File: config.mk
export PLATFORM = sky130hd
export DESIGN_NAME = pc_gen
export DESIGN_NICKNAME = d
export VERILOG_FILES = /design/src/rtl/pc_gen.sv
export SDC_FILE = /design/constraint.sdc
export NUM_CORES = 1
export LEC_CHECK = 0
export ABC_CLOCK_PERIOD_IN_PS = 5100
export CAP_MARGIN = 20
export CELL_PAD_IN_SITES_DETAIL_PLACEMENT = 1
export CELL_PAD_IN_SITES_GLOBAL_PLACEMENT = 2
export CORE_MARGIN = 1
export CORE_UTILIZATION = 26
export DETAILED_ROUTE_END_ITERATION = 8
export GPL_TIMING_DRIVEN = 0
export HOLD_SLACK_MARGIN = 0.15
export PLACE_DENSITY = 0.9
export SLEW_MARGIN = 20
export SYNTH_ARGS = -nofsm -noshare
export SYNTH_HDL_FRONTEND = slang
export SYNTH_SLANG_ARGS = --single-unit
File: constraint.sdc
create_clock -name clk -period 5.1 [get_ports clk]
set_clock_uncertainty 0.2 [all_clocks]
set_input_delay 1.02 -clock clk [delete_from_list [all_inputs] [get_ports clk]]
set_output_delay 1.02 -clock clk [all_outputs]
set_load 0.01 [all_outputs]
File: src/rtl/pc_gen.sv
// rtl/pc_gen.sv - fetch program-counter generator with stall hold and pending-redirect buffer
// Optional feature macro: PC_ALIGN_CHK_EN (trap misaligned jr targets to EXC_VEC and pulse addrErr)
module pc_gen #(
  parameter int unsigned       ADDR_W   = 32,
  parameter logic [ADDR_W-1:0] RESET_PC = 32'h0000_3000,
  parameter logic [ADDR_W-1:0] EXC_VEC  = 32'h0000_4180
) (
  input  logic              clk,
  input  logic              reset,
  input  logic              stall,
  input  logic              excReq,
  input  logic              brTaken,
  input  logic              jump,
  input  logic              jr,
  input  logic [ADDR_W-1:0] pcD,
  input  logic [ADDR_W-1:0] offset,
  input  logic [25:0]       imm26,
  input  logic [ADDR_W-1:0] rsData,
  output logic [ADDR_W-1:0] pcF,
  output logic [ADDR_W-1:0] pcPlus4F,
  output logic [ADDR_W-1:0] npc,
  output logic              redirected,
  output logic              pendValid,
  output logic              addrErr
);

  typedef enum logic {
    BUF_EMPTY = 1'b0,
    BUF_FULL  = 1'b1
  } buf_state_e;

  buf_state_e        state_q, state_d;
  logic [ADDR_W-1:0] pc_q, pc_d;
  logic [ADDR_W-1:0] pend_target_q, pend_target_d;
  logic              pend_bad_q, pend_bad_d;
  logic              redir_q, redir_d;
  logic              addr_err_q, addr_err_d;

  logic [ADDR_W-1:0] br_tgt;
  logic [ADDR_W-1:0] jmp_tgt;
  logic [ADDR_W-1:0] jr_tgt;
  logic [ADDR_W-1:0] sel_tgt;
  logic              live_bad;
  logic              req;

  // Candidate redirect targets; all arithmetic wraps at ADDR_W bits
  always_comb begin
    br_tgt  = pcD + ADDR_W'(4) + (offset << 2);
    jmp_tgt = {pcD[ADDR_W-1:28], imm26, 2'b00};
`ifdef PC_ALIGN_CHK_EN
    jr_tgt   = rsData;
    live_bad = jr & (rsData[1:0] != 2'b00);
`else
    jr_tgt   = rsData & ~{{(ADDR_W-2){1'b0}}, 2'b11};
    live_bad = 1'b0;
`endif
    req = jr | brTaken | jump;
    if (jr)           sel_tgt = jr_tgt;
    else if (brTaken) sel_tgt = br_tgt;
    else              sel_tgt = jmp_tgt;
  end

  // Next-PC resolution and pending-buffer FSM next state
  always_comb begin
    pc_d          = pc_q + ADDR_W'(4);
    state_d       = state_q;
    pend_target_d = pend_target_q;
    pend_bad_d    = pend_bad_q;
    redir_d       = 1'b0;
    addr_err_d    = 1'b0;
    if (excReq) begin
      pc_d    = EXC_VEC;
      state_d = BUF_EMPTY;
      redir_d = 1'b1;
    end else if (stall) begin
      pc_d = pc_q;
      if (req) begin
        // A newer request while stalled replaces whatever is buffered
        pend_target_d = sel_tgt;
        pend_bad_d    = live_bad;
        state_d       = BUF_FULL;
      end
    end else if (req) begin
      state_d = BUF_EMPTY;
      redir_d = 1'b1;
      if (live_bad) begin
        pc_d       = EXC_VEC;
        addr_err_d = 1'b1;
      end else begin
        pc_d = sel_tgt;
      end
    end else if (state_q == BUF_FULL) begin
      state_d = BUF_EMPTY;
      redir_d = 1'b1;
      if (pend_bad_q) begin
        pc_d       = EXC_VEC;
        addr_err_d = 1'b1;
      end else begin
        pc_d = pend_target_q;
      end
    end
  end

  // State registers with asynchronous reset
  always_ff @(posedge clk or posedge reset) begin
    if (reset) begin
      pc_q          <= RESET_PC;
      state_q       <= BUF_EMPTY;
      pend_target_q <= '0;
      pend_bad_q    <= 1'b0;
      redir_q       <= 1'b0;
      addr_err_q    <= 1'b0;
    end else begin
      pc_q          <= pc_d;
      state_q       <= state_d;
      pend_target_q <= pend_target_d;
      pend_bad_q    <= pend_bad_d;
      redir_q       <= redir_d;
      addr_err_q    <= addr_err_d;
    end
  end

  // Output drive
  always_comb begin
    pcF        = pc_q;
    pcPlus4F   = pc_q + ADDR_W'(4);
    npc        = pc_d;
    redirected = redir_q;
    pendValid  = (state_q == BUF_FULL);
`ifdef PC_ALIGN_CHK_EN
    addrErr    = addr_err_q;
`else
    addrErr    = 1'b0;
`endif
  end

endmodule
==> results of run 1 <==
==> layout by cell type, fill, tap and decap left out, drive strengths merged, types with 5 or more instances in the layout <==
master,netlist,layout
clkbuf,38,55
xnor2,29,29
nand2b,15,15
nor3,17,17
inv,24,24
nand4,12,12
o21ai,60,60
mux2i,24,24
ha,58,58
o31ai,8,8
or3,7,7
nor2b,9,9
and4,7,7
buf,14,101
dlymetal6s2s,0,6
and3,12,12
dlygate4sd2,0,32
nand2,94,94
a31oi,10,10
dfrtp,64,64
o211ai,17,17
a21oi,58,58
a211oi,16,16
nor2,71,71
xor2,16,16
a22o,6,6
nand3,23,23
a21o,21,21
clkdlybuf4s50,0,152
o211a,5,5
and2,6,6
nand3b,5,5
==> area by class of cell <==
class	instances	area share (%)
sequential	66	15.1
timing repair buffer	282	23.3
inverter	25	0.900
tap	324	3.69
clock buffer	15	2.71
multi-input combinational	674	51.3
antenna	3	0.0683
buffer	51	2.66
clock inverter	1	0.273
==> where the power goes <==
| group | total [mW] | internal, mW | switching [mW] |
|---|---|---|---|
| registers | 0.650 | 0.592 | 0.0581 |
| logic | 1.20 | 0.592 | 0.612 |
| clock network | 0.683 | 0.446 | 0.237 |
==> kinds of logic (layout without fill, tap and decap cells) <==
kind of cell             Yosys count  count (layout)  synth area share [%]
AND/OR/NAND/NOR                  293             293                  22.1
AO/OA/AOI/OAI                    249             249                  25.8
buffers and inverters             77             374                  4.89
flip-flops                        66              66                  25.5
adder cells (fa/ha/maj)           59              59                  11.5
XOR/XNOR                          45              45                  6.07
multiplexers                      27              27                  4.22
other                              1               4                0.0577
==> per-layer routing <==
metal	global-route usage [%]	routed length (um)
met5	0	14
met4	7.62	743
met3	3.79	1970
met2	44.5	16300
met1	30.6	13500
==> flip-flops by register name, indices dropped and copies added, names as in the netlist <==
signal and count:
pcF 32, pendValid 1, pend_target_q 32, redirected 1
==> per-stage QoR <==
stage | hold WS [ps] | TNS [ps] | cells | utilization [%] | instance area [um2]
final | 274 | -233 | 1441 | 45.0 | 11000
after global routing | 312 | -478 | 1439 | 45.0 | 11000
after CTS | 275 | -208 | 1426 | 43.9 | 10700
after detailed placement | 261 | -18250 | 1363 | 37.5 | 9140
after global placement | 251 | -17860 | 1362 | 37.4 | 9110
after floorplan | 238 | 0 | 817 | - | 6500
==> repair_timing <==
action,in CTS,in global routing
setup buffers,48,12
setup endpoints to repair,26,23
pin swaps,91,48
gates resized for setup,306,54
==> worst min-delay path, stage by stage (launching register included) <==
cell	delay [ps]
sky130_fd_sc_hd__dfrtp_1	340
sky130_fd_sc_hd__nand2_1	50
sky130_fd_sc_hd__nand2_1	50
==> worst max-delay path by stage <==
stage                          from  endpoint  slack (ps)  cells past startpoint
after floorplan           offset[1]   npc[25]         290                     12
after global placement    offset[0]   npc[25]       -1130                     16
after detailed placement  offset[0]   npc[21]       -1200                     16
after CTS                 offset[1]   npc[31]        -190                     14
after global routing      offset[1]   npc[25]        -160                     16
final                     offset[1]   npc[25]        -120                     16
==> impl_table.tex, run 1 <==
\begin{tabular}{lr}
\hline
Metric & Value \\
\hline
\multicolumn{2}{l}{\textbf{Run status}} \\
Run status & finished with violations \\
Violated checks & setup timing \\
\multicolumn{2}{l}{\textbf{Worst setup path}} \\
Crit-path slowest cell & sky130\_fd\_sc\_hd\_\_a221o\_1 \\
Maximum fanout encountered on the critical timing path & 3 \\
Arr. time, crit path & roughly 4000 ps \\
Source of the worst register-to-register timing path & pcF[12] \\
Crit path capture type & output port \\
Crit start category & input pin \\
Terminus of the critical flop-to-flop path & pcF[31] \\
Worst path buffer plus inverter count & 5 \\
Path depth of the worst reg2reg path & 10 \\
Setup slack of the worst register-to-register path & between 1500 and 2000 ps \\
Worst path cell trace & buf\_6 > ha\_4 > ha\_4 > inv\_2 > fa\_2 > nand2b\_4 > a21o\_1 > and2\_4 > o311ai\_4 > buf\_4 > buf\_6 > a31o\_4 > mux2i\_4 > nor3\_2 > a221o\_1 > buf\_2 \\
CP delay by family, top & compound AO/OA/AOI/OAI gates \\
Worst Path Class, Setup & input pin to output port \\
WP data required & 3880 ps \\
Longest individual stage delay on the worst path & 340 ps \\
\multicolumn{2}{l}{\textbf{Floorplan}} \\
Placeable core region & 24,400 um2 \\
Effective utilization at floorplan & 26.6\% \\
Total Die Area & 25,600 um2 \\
Standard-cell row count & 57 \\
Number of top-level pins & 228 \\
Die Span X & 160 um \\
Die boundary height & $\sim$160 um \\
\multicolumn{2}{l}{\textbf{Worst hold path}} \\
Class of the worst hold path & register to register \\
Worst hold path cell count & 2 \\
Launch point of the worst hold path & pend\_target\_q[28] \\
Hold EP & pend\_target\_q[28] \\
\multicolumn{2}{l}{\textbf{Timing}} \\
Max Clock Freq & 192 MHz \\
Min Clock Period, post-route & 5220 ps \\
RSZ-0062 raised after global routing & true \\
Number of slew-limit violations in the final report & 0 \\
Worst-margin pin slew & 934 ps \\
Final setup violation count & 3 \\
Tcrit/Tclk final & 102\% \\
Final hold viol count & 0 \\
Slew Limit Headroom & 37.5\% \\
Worst-case setup margin in the final layout & -121 ps \\
\multicolumn{2}{l}{\textbf{Final layout}} \\
Fraction of layout instances using a drive strength above 1 & 24.6\% \\
Fill cells & $\sim$2,800 \\
\# nets final & roughly 1,300 \\
Area occupied by multi-input gates & 5640 um2 \\
Register area & between 1500 and 2000 um2 \\
Syn-to-layout area delta & 69.1\% \\
\multicolumn{2}{l}{\textbf{CTS}} \\
Maximum number of buffers from clock root to sink & 2 \\
Skew-Pair Late Insertion Delay & 340 ps \\
Count of clock tree sinks & 66 \\
Count of hold-fix buffers inserted at cts & 0 \\
TritonCTS clock tree & yes \\
Clock transition at the registers of the reported paths & 60 ps \\
Root buffer cell & sky130\_fd\_sc\_hd\_\_clkbuf\_16 \\
CTS H-tree lvls & 3 \\
CTS buffer count & 9 \\
\multicolumn{2}{l}{\textbf{Synthesis}} \\
Portion of the post-synthesis area used by sequential elements & roughly a quarter \\
Syn Area/Cell & slightly below 8 um2 \\
Synthesized Nets & 1,005 \\
Most instantiated library cell after synthesis & sky130\_fd\_sc\_hd\_\_nand2\_1 \\
Dominant register cell in the synthesized netlist & sky130\_fd\_sc\_hd\_\_dfrtp\_1 \\
Async SR Flop Fraction & 100\% \\
Post-synth EDFFs & 0 \\
Post-synth top area cell & sky130\_fd\_sc\_hd\_\_dfrtp\_1 \\
Seq cells post-synth & 66 \\
Count of unique library cells instantiated by Yosys & 76 \\
Count of warnings emitted by yosys & 0 \\
Most area-consuming cells after synthesis & sky130\_fd\_sc\_hd\_\_dfrtp\_1, sky130\_fd\_sc\_hd\_\_ha\_1, sky130\_fd\_sc\_hd\_\_nand2\_1 \\
Area fraction of the dominant cell type after synthesis & between 20\% and 30\% \\
Post-Synthesis Cell Area & 6500 um2 \\
Cell types with the highest counts after synthesis & sky130\_fd\_sc\_hd\_\_nand2\_1, sky130\_fd\_sc\_hd\_\_nor2\_1, sky130\_fd\_sc\_hd\_\_dfrtp\_1 \\
Post-synthesis instance total & 817 \\
\multicolumn{2}{l}{\textbf{Global routing}} \\
First-pass GRT wire length & around 49 mm \\
Pin count of the biggest net entering global routing & 36 \\
Total routing usage reported by global routing & 24.9\% \\
Number of antenna violations at the first check in global routing & 3 \\
Via count of the first global-routing pass & 8,159 \\
Overflow after GRT & 0 \\
\multicolumn{2}{l}{\textbf{Routing}} \\
Router iterations before antenna repair & 5 \\
Number of vias per cell after detailed routing & $\sim$5.4 \\
WL/cell & 22.6 um \\
DRC & 0 \\
Via count & 7,852 \\
Remaining antenna violation count & 0 \\
Drt total wl & 32.5 mm \\
Detailed router's first-iteration violation count & between 400 and 500 \\
\multicolumn{2}{l}{\textbf{Place}} \\
HPWL reported at the end of detailed placement & between 20 and 25 mm \\
Weighted congestion reported at the end of routability-driven placement & 0.883 \\
DP Worst Slack & -1200 ps \\
Total of buffers placed on input and output ports & roughly 220 \\
\multicolumn{2}{l}{\textbf{Pwr}} \\
Overall power consumption & between 2 and 3 mW \\
Power per Cell Area & 231 nW/um2 \\
Standby leakage power & 4.55 nW \\
Maximum VDD drop & 155 uV \\
\multicolumn{2}{l}{\textbf{Flow run}} \\
\# Max-Cap Violations & 0 \\
\hline
\end{tabular}
(Power assumes the default switching activity.)
==> inputs of run 2 (changes only) <==
--- a/config.mk
+++ b/config.mk
@@ -14,7 +14,8 @@
 export DETAILED_ROUTE_END_ITERATION = 8
 export GPL_TIMING_DRIVEN = 0
 export HOLD_SLACK_MARGIN = 0.15
-export PLACE_DENSITY = 0.9
+export PLACE_DENSITY = 0.87
+export RECOVER_POWER = 50
 export SLEW_MARGIN = 20
 export SYNTH_ARGS = -nofsm -noshare
 export SYNTH_HDL_FRONTEND = slang
==> run 2 against run 1 <==
  * The run ends with capacitance limit, slew limit, setup timing left
  * Routed wire length shrank 2.4%
  * Global-route usage shrank 0.49 points
  * Clock power shrank 6.3%
==> impl_table.tex, run 2 (synthesis results as in run 1) <==
\begin{tabular}{lr}
\hline
Metric & Value \\
\hline
\multicolumn{2}{l}{\textbf{Timing}} \\
Worst-margin pin slew & 2280 ps (+1340 ps) \\
Min Clock Period, post-route & 5220 ps (+1.29 ps) \\
Worst-case setup margin in the final layout & -123 ps (-1.29 ps) \\
Number of slew-limit violations in the final report & 41 (+41) \\
Slew Limit Headroom & -51.7\% (-89 points) \\
Tcrit/Tclk final & 102\% (about the same) \\
Max Clock Freq & 191 MHz (about the same) \\
RSZ-0062 raised after global routing & true \\
Final hold viol count & 0 (unchanged) \\
Final setup violation count & 2 (-1) \\
Total Neg Setup Slack & -142 ps (+91.1 ps) \\
\multicolumn{2}{l}{\textbf{Worst setup path}} \\
Path depth of the worst reg2reg path & 9 (-1) \\
Crit path capture type & output port \\
Setup slack of the worst register-to-register path & 1910 ps (-80 ps) \\
Source of the worst register-to-register timing path & pcF[13] \\
Crit start category & input pin \\
Worst Path Class, Setup & input pin to output port \\
Critical path launch point & pcD[3] \\
WP data required & 3880 ps (about the same) \\
Terminus of the critical flop-to-flop path & pcF[31] \\
Maximum fanout encountered on the critical timing path & 3 (unchanged) \\
Capturing instance or port of the critical path & npc[31] \\
Arr. time, crit path & 4000 ps (about the same) \\
\multicolumn{2}{l}{\textbf{Pwr}} \\
Power per Cell Area & 226 nW/um2 (-2.3\%) \\
Maximum VDD drop & 173 uV (+11\%) \\
Standby leakage power & 4.63 nW (+1.8\%) \\
\multicolumn{2}{l}{\textbf{CTS}} \\
CTS H-tree lvls & 3 (unchanged) \\
CTS buffer count & 9 (unchanged) \\
Skew-Pair Late Insertion Delay & 340 ps (about the same) \\
Count of hold-fix buffers inserted at cts & 0 (unchanged) \\
Clock transition at the registers of the reported paths & 60 ps (about the same) \\
Count of clock tree sinks & 66 (unchanged) \\
Maximum number of buffers from clock root to sink & 2 (unchanged) \\
Root buffer cell & sky130\_fd\_sc\_hd\_\_clkbuf\_16 \\
TritonCTS clock tree & yes \\
\multicolumn{2}{l}{\textbf{Worst hold path}} \\
Launch point of the worst hold path & pend\_target\_q[5] \\
Class of the worst hold path & register to register \\
\multicolumn{2}{l}{\textbf{Global routing}} \\
Number of antenna violations at the first check in global routing & 3 (unchanged) \\
First-pass GRT wire length & 48.2 mm (-1.5\%) \\
Total routing usage reported by global routing & 24.4\% (-0.49 points) \\
Via count of the first global-routing pass & 8,130 (-0.36\%) \\
Overflow after GRT & 0 (unchanged) \\
Pin count of the biggest net entering global routing & 41 (+14\%) \\
\multicolumn{2}{l}{\textbf{Routing}} \\
Via count & 7,687 (-2.1\%) \\
DRC & 0 (unchanged) \\
Detailed router's first-iteration violation count & 469 (+0.86\%) \\
Router iterations before antenna repair & 5 (unchanged) \\
Number of vias per cell after detailed routing & 5.36 (-1.6\%) \\
WL/cell & 22.2 um (-1.9\%) \\
Remaining antenna violation count & 0 (unchanged) \\
Drt total wl & 31.7 mm (-2.4\%) \\
\multicolumn{2}{l}{\textbf{Place}} \\
DP Worst Slack & -1190 ps (+9.21 ps) \\
HPWL reported at the end of detailed placement & 23.9 mm (-0.78\%) \\
Number of placed cells counting well taps & 1,363 (unchanged) \\
Weighted congestion reported at the end of routability-driven placement & 0.882 (-0.16\%) \\
Total of buffers placed on input and output ports & 221 (unchanged) \\
\multicolumn{2}{l}{\textbf{Flow run}} \\
\# Max-Cap Violations & 1 (+1) \\
\multicolumn{2}{l}{\textbf{Final layout}} \\
Area occupied by multi-input gates & 5690 um2 (+0.84\%) \\
Syn-to-layout area delta & 68.4\% \\
Top library cells by usage in the layout, fill and taps aside & sky130\_fd\_sc\_hd\_\_clkdlybuf4s50\_1, sky130\_fd\_sc\_hd\_\_nand2\_1, sky130\_fd\_sc\_hd\_\_nor2\_1, sky130\_fd\_sc\_hd\_\_dfrtp\_1, sky130\_fd\_sc\_hd\_\_buf\_4 \\
\# nets final & 1,289 (-0.62\%) \\
Cell Count, Final, Fillers Out & 1,433 (-0.56\%) \\
Register area & 1650 um2 (unchanged) \\
Most common cell after layout, fill and taps aside & sky130\_fd\_sc\_hd\_\_clkdlybuf4s50\_1 \\
Fraction of layout instances using a drive strength above 1 & 23.7\% (-0.91 points) \\
Fill cells & 2,842 (-0.11\%) \\
\multicolumn{2}{l}{\textbf{Run status}} \\
Violated checks & capacitance limit, slew limit, setup timing \\
Run status & finished with violations \\
\multicolumn{2}{l}{\textbf{Floorplan}} \\
Number of top-level pins & 228 (unchanged) \\
Effective utilization at floorplan & 26.6\% (unchanged) \\
Placeable core region & 24,400 um2 (unchanged) \\
Die Span X & 160 um (unchanged) \\
Standard-cell row count & 57 (unchanged) \\
Die boundary height & 160 um (unchanged) \\
Total Die Area & 25,600 um2 (unchanged) \\
\hline
\end{tabular}
run 2: changes by cell type in the layout (fill, tap and decap cells not counted), moves of 3 or more:
cell | previous run | this run
sky130_fd_sc_hd__o21ai_1 | 7 | 10
sky130_fd_sc_hd__dlygate4sd2_1 | 32 | 28
sky130_fd_sc_hd__a21oi_2 | 11 | 8
sky130_fd_sc_hd__clkbuf_1 | 28 | 32
sky130_fd_sc_hd__dlymetal6s2s_1 | 6 | 14
sky130_fd_sc_hd__buf_2 | 22 | 18
sky130_fd_sc_hd__clkbuf_8 | 5 | 2
sky130_fd_sc_hd__dlygate4sd3_1 | 0 | 42
sky130_fd_sc_hd__clkdlybuf4s50_1 | 152 | 108
sky130_fd_sc_hd__buf_6 | 17 | 9
run 2: stage by stage:
step	area (um2)	power [mW]	hold slack (ps)	util (%)
after floorplan	6500	1.14	238	-
after CTS	10600	2.40	277	43.6
after global placement	9110	1.55	252	37.4
after global routing	10900	2.59	288	44.9
after detailed placement	9140	1.56	264	37.5
final	10900	2.47	276	44.9
run 2: how the worst min path moves through the flow:
stage,end,depth (start not counted)
final,pend_target_q[5],2
after global routing,pend_target_q[5],2
after CTS,pend_target_q[5],2
after detailed placement,pend_target_q[5],2
after global placement,pend_target_q[9],2
after floorplan,pend_target_q[25],2
run 2: report_power, final:
part	internal, mW	total (mW)	leakage [nW]	switching (mW)
Sequential	0.591	0.646	0.821	0.0551
Combinational	0.575	1.18	3.66	0.607
Clock	0.405	0.640	0.147	0.235
Total	1.57	2.47	4.63	0.897
run 2: repair_timing:
action	CTS	global route
pin swaps	85	64
setup endpoints to repair	26	24
setup buffers	44	11
resized for setup	283	74
run 2: routing by layer:
metal	vias up	global-route usage (%)	share of wire (%)
met1	3780	31.3	44
met2	255	41.8	49
met5	-	0	0.041
li1	3598	-	-
met3	52	3.27	4.5
met4	2	8.53	2.7
run 2: area by class of cell:
| type | count | area share [%] |
|---|---|---|
| antenna | 3 | 0.0686 |
| buffer | 48 | 2.41 |
| clock buffer | 14 | 2.41 |
| clock inverter | 2 | 0.320 |
| inverter | 25 | 0.869 |
| multi-input combinational | 674 | 51.9 |
| sequential | 66 | 15.1 |
| tap | 324 | 3.70 |
| timing repair buffer | 277 | 23.2 |
run 2: critical path, cell delays in order:
cell	delay [ps]
sky130_fd_sc_hd__buf_6	100
sky130_fd_sc_hd__ha_4	270
sky130_fd_sc_hd__ha_4	140
sky130_fd_sc_hd__inv_2	30
sky130_fd_sc_hd__fa_2	340
sky130_fd_sc_hd__nand2b_4	150
sky130_fd_sc_hd__a21o_1	180
sky130_fd_sc_hd__a21o_1	210
sky130_fd_sc_hd__a311oi_4	370
sky130_fd_sc_hd__o22a_1	240
sky130_fd_sc_hd__mux2i_2	310
sky130_fd_sc_hd__xnor2_1	130
sky130_fd_sc_hd__o31ai_2	310
sky130_fd_sc_hd__buf_2	200
==> inputs of run 3 (changes only) <==
--- a/config.mk
+++ b/config.mk
@@ -5,7 +5,7 @@
 export SDC_FILE = /design/constraint.sdc
 export NUM_CORES = 1
 export LEC_CHECK = 0
-export ABC_CLOCK_PERIOD_IN_PS = 5100
+export ABC_CLOCK_PERIOD_IN_PS = 5400
 export CAP_MARGIN = 20
 export CELL_PAD_IN_SITES_DETAIL_PLACEMENT = 1
 export CELL_PAD_IN_SITES_GLOBAL_PLACEMENT = 2
==> constraint.sdc (replaced) <==
create_clock -name clk -period 5.4 [get_ports clk]
set_clock_uncertainty 0.2 [all_clocks]
set_input_delay 1.08 -clock clk [delete_from_list [all_inputs] [get_ports clk]]
set_output_delay 1.08 -clock clk [all_outputs]
set_load 0.01 [all_outputs]
==> run 3 against run 2 <==
  * The run still ends with capacitance limit, slew limit, setup timing left
  * Critical endpoint unchanged
  * Core utilization shrank 1.2 points
  * Hold slack is essentially flat
  * Flip-flop and latch count is the same
  * Setup slack gained 45 ps
  * Sequential power shrank 5.4%
  * First-iteration DRC count shrank 7.2%
  * Cell count shrank 0.98%
  * Routed wire length shrank 2.9%
  * Clock power shrank 5.8%
  * Die area is the same
  * Final area shrank 2.7%
  * Critical path depth shrank 2
==> impl_table.tex, run 3 (synthesis results as in run 1) <==
\begin{tabular}{lr}
\hline
Metric & Value \\
\hline
\multicolumn{2}{l}{\textbf{Worst hold path}} \\
Worst hold path cell count & 2 (unchanged) \\
Hold EP & pend\_target\_q[5] \\
Class of the worst hold path & register to register \\
Launch point of the worst hold path & pend\_target\_q[5] \\
\multicolumn{2}{l}{\textbf{Pwr}} \\
Standby leakage power & 4.53 nW (-2.1\%) \\
Net switching share of the total power & 36.0\% (-0.33 points) \\
Overall power consumption & 2.27 mW (-7.9\%) \\
Total net switching power & 0.819 mW (-8.8\%) \\
Portion of total power attributed to combinational logic & 46.6\% (-1.3 points) \\
Maximum VDD drop & 164 uV (-5.0\%) \\
Power per Cell Area & 213 nW/um2 (-5.4\%) \\
Sequential share of power & 26.9\% (+0.7 points) \\
Design internal power & 1.45 mW (-7.5\%) \\
Fraction of power consumed by the clock network & 26.5\% (+0.6 points) \\
\multicolumn{2}{l}{\textbf{Routing}} \\
Number of vias per cell after detailed routing & 5.39 (+0.40\%) \\
Detailed router's first-iteration violation count & 435 (-7.2\%) \\
Drt total wl & 30.8 mm (-2.9\%) \\
WL/cell & 21.7 um (-1.9\%) \\
DRC & 0 (unchanged) \\
Router iterations before antenna repair & 5 (unchanged) \\
Via count & 7,642 (-0.59\%) \\
Remaining antenna violation count & 0 (unchanged) \\
\multicolumn{2}{l}{\textbf{Final layout}} \\
Most common cell after layout, fill and taps aside & sky130\_fd\_sc\_hd\_\_clkdlybuf4s50\_1 \\
Top library cells by usage in the layout, fill and taps aside & sky130\_fd\_sc\_hd\_\_clkdlybuf4s50\_1, sky130\_fd\_sc\_hd\_\_nand2\_1, sky130\_fd\_sc\_hd\_\_nor2\_1, sky130\_fd\_sc\_hd\_\_dfrtp\_1 \\
Fraction of layout instances using a drive strength above 1 & 18.9\% (-4.8 points) \\
Syn-to-layout area delta & 63.9\% \\
\# nets final & 1,276 (-1.0\%) \\
Final standard cell utilization of the core & 43.7\% (-1.2 points) \\
Cell Count, Final, Fillers Out & 1,419 (-0.98\%) \\
Fin area & 10,700 um2 (-2.7\%) \\
\multicolumn{2}{l}{\textbf{Timing}} \\
Total Neg Setup Slack & -78.1 ps (+64.0 ps) \\
Number of slew-limit violations in the final report & 41 (unchanged) \\
Min Clock Period, post-route & between 5000 and 6000 ps \\
Worst-case setup margin in the final layout & -78.1 ps (+44.6 ps) \\
Slew Limit Headroom & -52.2\% (-0.44 points) \\
Final hold viol count & 0 (unchanged) \\
Final Hold Slack & 276 ps (+0.157 ps) \\
Max Clock Freq & 183 MHz \\
Final setup violation count & 1 (-1) \\
Tcrit/Tclk final & 101\% \\
RSZ-0062 raised after global routing & true \\
Worst-margin pin slew & 2280 ps (+6.57 ps) \\
\multicolumn{2}{l}{\textbf{Worst setup path}} \\
Path depth of the worst reg2reg path & 9 (unchanged) \\
CP delay by family, top & compound AO/OA/AOI/OAI gates \\
Maximum fanout encountered on the critical timing path & 6 (+3) \\
Source of the worst register-to-register timing path & pcF[13] \\
Critical path launch point & offset[23] \\
Worst Path Class, Setup & input pin to output port \\
Arr. time, crit path & 4200 ps (+200 ps) \\
Worst path cell trace & clkdlybuf4s50\_1 > ha\_1 > ha\_4 > and4\_1 > buf\_6 > nand4\_1 > a311oi\_4 > o22a\_1 > mux2i\_2 > xnor2\_1 > o31ai\_2 > buf\_2 \\
Worst path buffer plus inverter count & 3 (unchanged) \\
Crit-path slowest cell & sky130\_fd\_sc\_hd\_\_clkdlybuf4s50\_1 \\
Terminus of the critical flop-to-flop path & pcF[31] \\
Crit path capture type & output port \\
Setup slack of the worst register-to-register path & 2190 ps (+280 ps) \\
Crit start category & input pin \\
Longest individual stage delay on the worst path & 400 ps (+30 ps) \\
WP data required & 4120 ps (+240 ps) \\
\multicolumn{2}{l}{\textbf{Global routing}} \\
Overflow after GRT & 0 (unchanged) \\
Via count of the first global-routing pass & 7,914 (-2.7\%) \\
Total routing usage reported by global routing & 23.7\% (-0.72 points) \\
Number of antenna violations at the first check in global routing & 3 (unchanged) \\
First-pass GRT wire length & 46.7 mm (-3.1\%) \\
Pin count of the biggest net entering global routing & 41 (unchanged) \\
\multicolumn{2}{l}{\textbf{CTS}} \\
Clock transition at the registers of the reported paths & 60 ps (about the same) \\
CTS buffer count & 9 (unchanged) \\
CTS H-tree lvls & 3 (unchanged) \\
Skew-Pair Late Insertion Delay & 340 ps (about the same) \\
Maximum number of buffers from clock root to sink & 2 (unchanged) \\
Count of hold-fix buffers inserted at cts & 0 (unchanged) \\
Root buffer cell & sky130\_fd\_sc\_hd\_\_clkbuf\_16 \\
Count of clock tree sinks & 66 (unchanged) \\
TritonCTS clock tree & yes \\
\multicolumn{2}{l}{\textbf{Floorplan}} \\
Standard-cell row count & 57 (unchanged) \\
Placeable core region & 24,400 um2 (unchanged) \\
Number of top-level pins & 228 (unchanged) \\
Total Die Area & 25,600 um2 (unchanged) \\
Effective utilization at floorplan & 26.6\% (unchanged) \\
Die Span X & 160 um (unchanged) \\
Die boundary height & 160 um (unchanged) \\
\multicolumn{2}{l}{\textbf{Place}} \\
Weighted congestion reported at the end of routability-driven placement & 0.882 (unchanged) \\
Number of placed cells counting well taps & 1,363 (unchanged) \\
DP Worst Slack & -1010 ps (+180 ps) \\
Post-placement cell area & 9140 um2 (unchanged) \\
Total of buffers placed on input and output ports & 221 (unchanged) \\
HPWL reported at the end of detailed placement & 23.9 mm (unchanged) \\
\multicolumn{2}{l}{\textbf{Run status}} \\
Violated checks & capacitance limit, slew limit, setup timing \\
Run status & finished with violations \\
\multicolumn{2}{l}{\textbf{Flow run}} \\
\# Max-Cap Violations & 1 (unchanged) \\
\hline
\end{tabular}
[run 3: changes by cell type in the layout (fill, tap and decap cells not counted), sizes merged]
cell | previous run | this run
diode | 3 | 2
clkdlybuf4s15 | 5 | 3
dlygate4sd2 | 28 | 25
dlygate4sd3 | 42 | 41
dlymetal6s2s | 14 | 17
buf | 87 | 62
clkdlybuf4s50 | 108 | 123
[run 3: cell type report]
cell class                      count  area (um2)
Multi-Input combinational cell    674        5450
Sequential cell                    66        1650
Fill cell                        2866       13700
Inverter                           25        95.1
Buffer                             50         273
Timing Repair Buffer              262        2470
Clock inverter                      2        35.0
Tap cell                          324         405
Antenna cell                        2        5.00
Clock buffer                       14         264
[run 3: worst register-to-register path, stage by stage (launching register included)]
cell,delay [ps]
sky130_fd_sc_hd__dfstp_1,660
sky130_fd_sc_hd__and4_1,300
sky130_fd_sc_hd__nand4_1,320
sky130_fd_sc_hd__or3_1,410
sky130_fd_sc_hd__clkbuf_1,210
sky130_fd_sc_hd__nor3_2,200
sky130_fd_sc_hd__xor2_1,350
sky130_fd_sc_hd__mux2i_1,130
sky130_fd_sc_hd__a2bb2oi_1,170
sky130_fd_sc_hd__o31ai_2,140
[run 3: routing by layer]
metal / wire length (um) / track usage [%] / up-vias
met1: 13400 / 30.6 / 3751
met2: 15000 / 40.6 / 272
li1: - / - / 3565
met3: 1610 / 3.17 / 52
met4: 757 / 7.84 / 2
met5: 11 / 0 / -
[run 3: worst max-delay path by stage]
stage | endpoint | slack, ps | depth (start not counted)
after global placement | npc[25] | -970 | 16
after global routing | npc[31] | -120 | 12
after CTS | npc[31] | -150 | 14
final | npc[31] | -80 | 12
after detailed placement | npc[21] | -1010 | 16
after floorplan | npc[25] | 470 | 12
[run 3: timing repair]
action / 4_1_cts / 5_1_grt
resized for setup: 194 / 67
setup endpoints to repair: 25 / 22
pin swaps: 58 / 47
buffers inserted: 27 / 13
endpoints found under the hold margin: 0 / 0
gates cloned: 0 / 0
[run 3: power groups by stage]
stage | clock network, mW | registers, mW | logic (mW)
6_report | 0.603 | 0.611 | 1.06
5_1_grt | 0.626 | 0.619 | 1.14
4_1_cts | 0.606 | 0.610 | 1.00
3_5_place_dp | 0 | 0.619 | 0.856
3_3_place_gp | 0 | 0.616 | 0.844
2_1_floorplan | 0 | 0.613 | 0.460
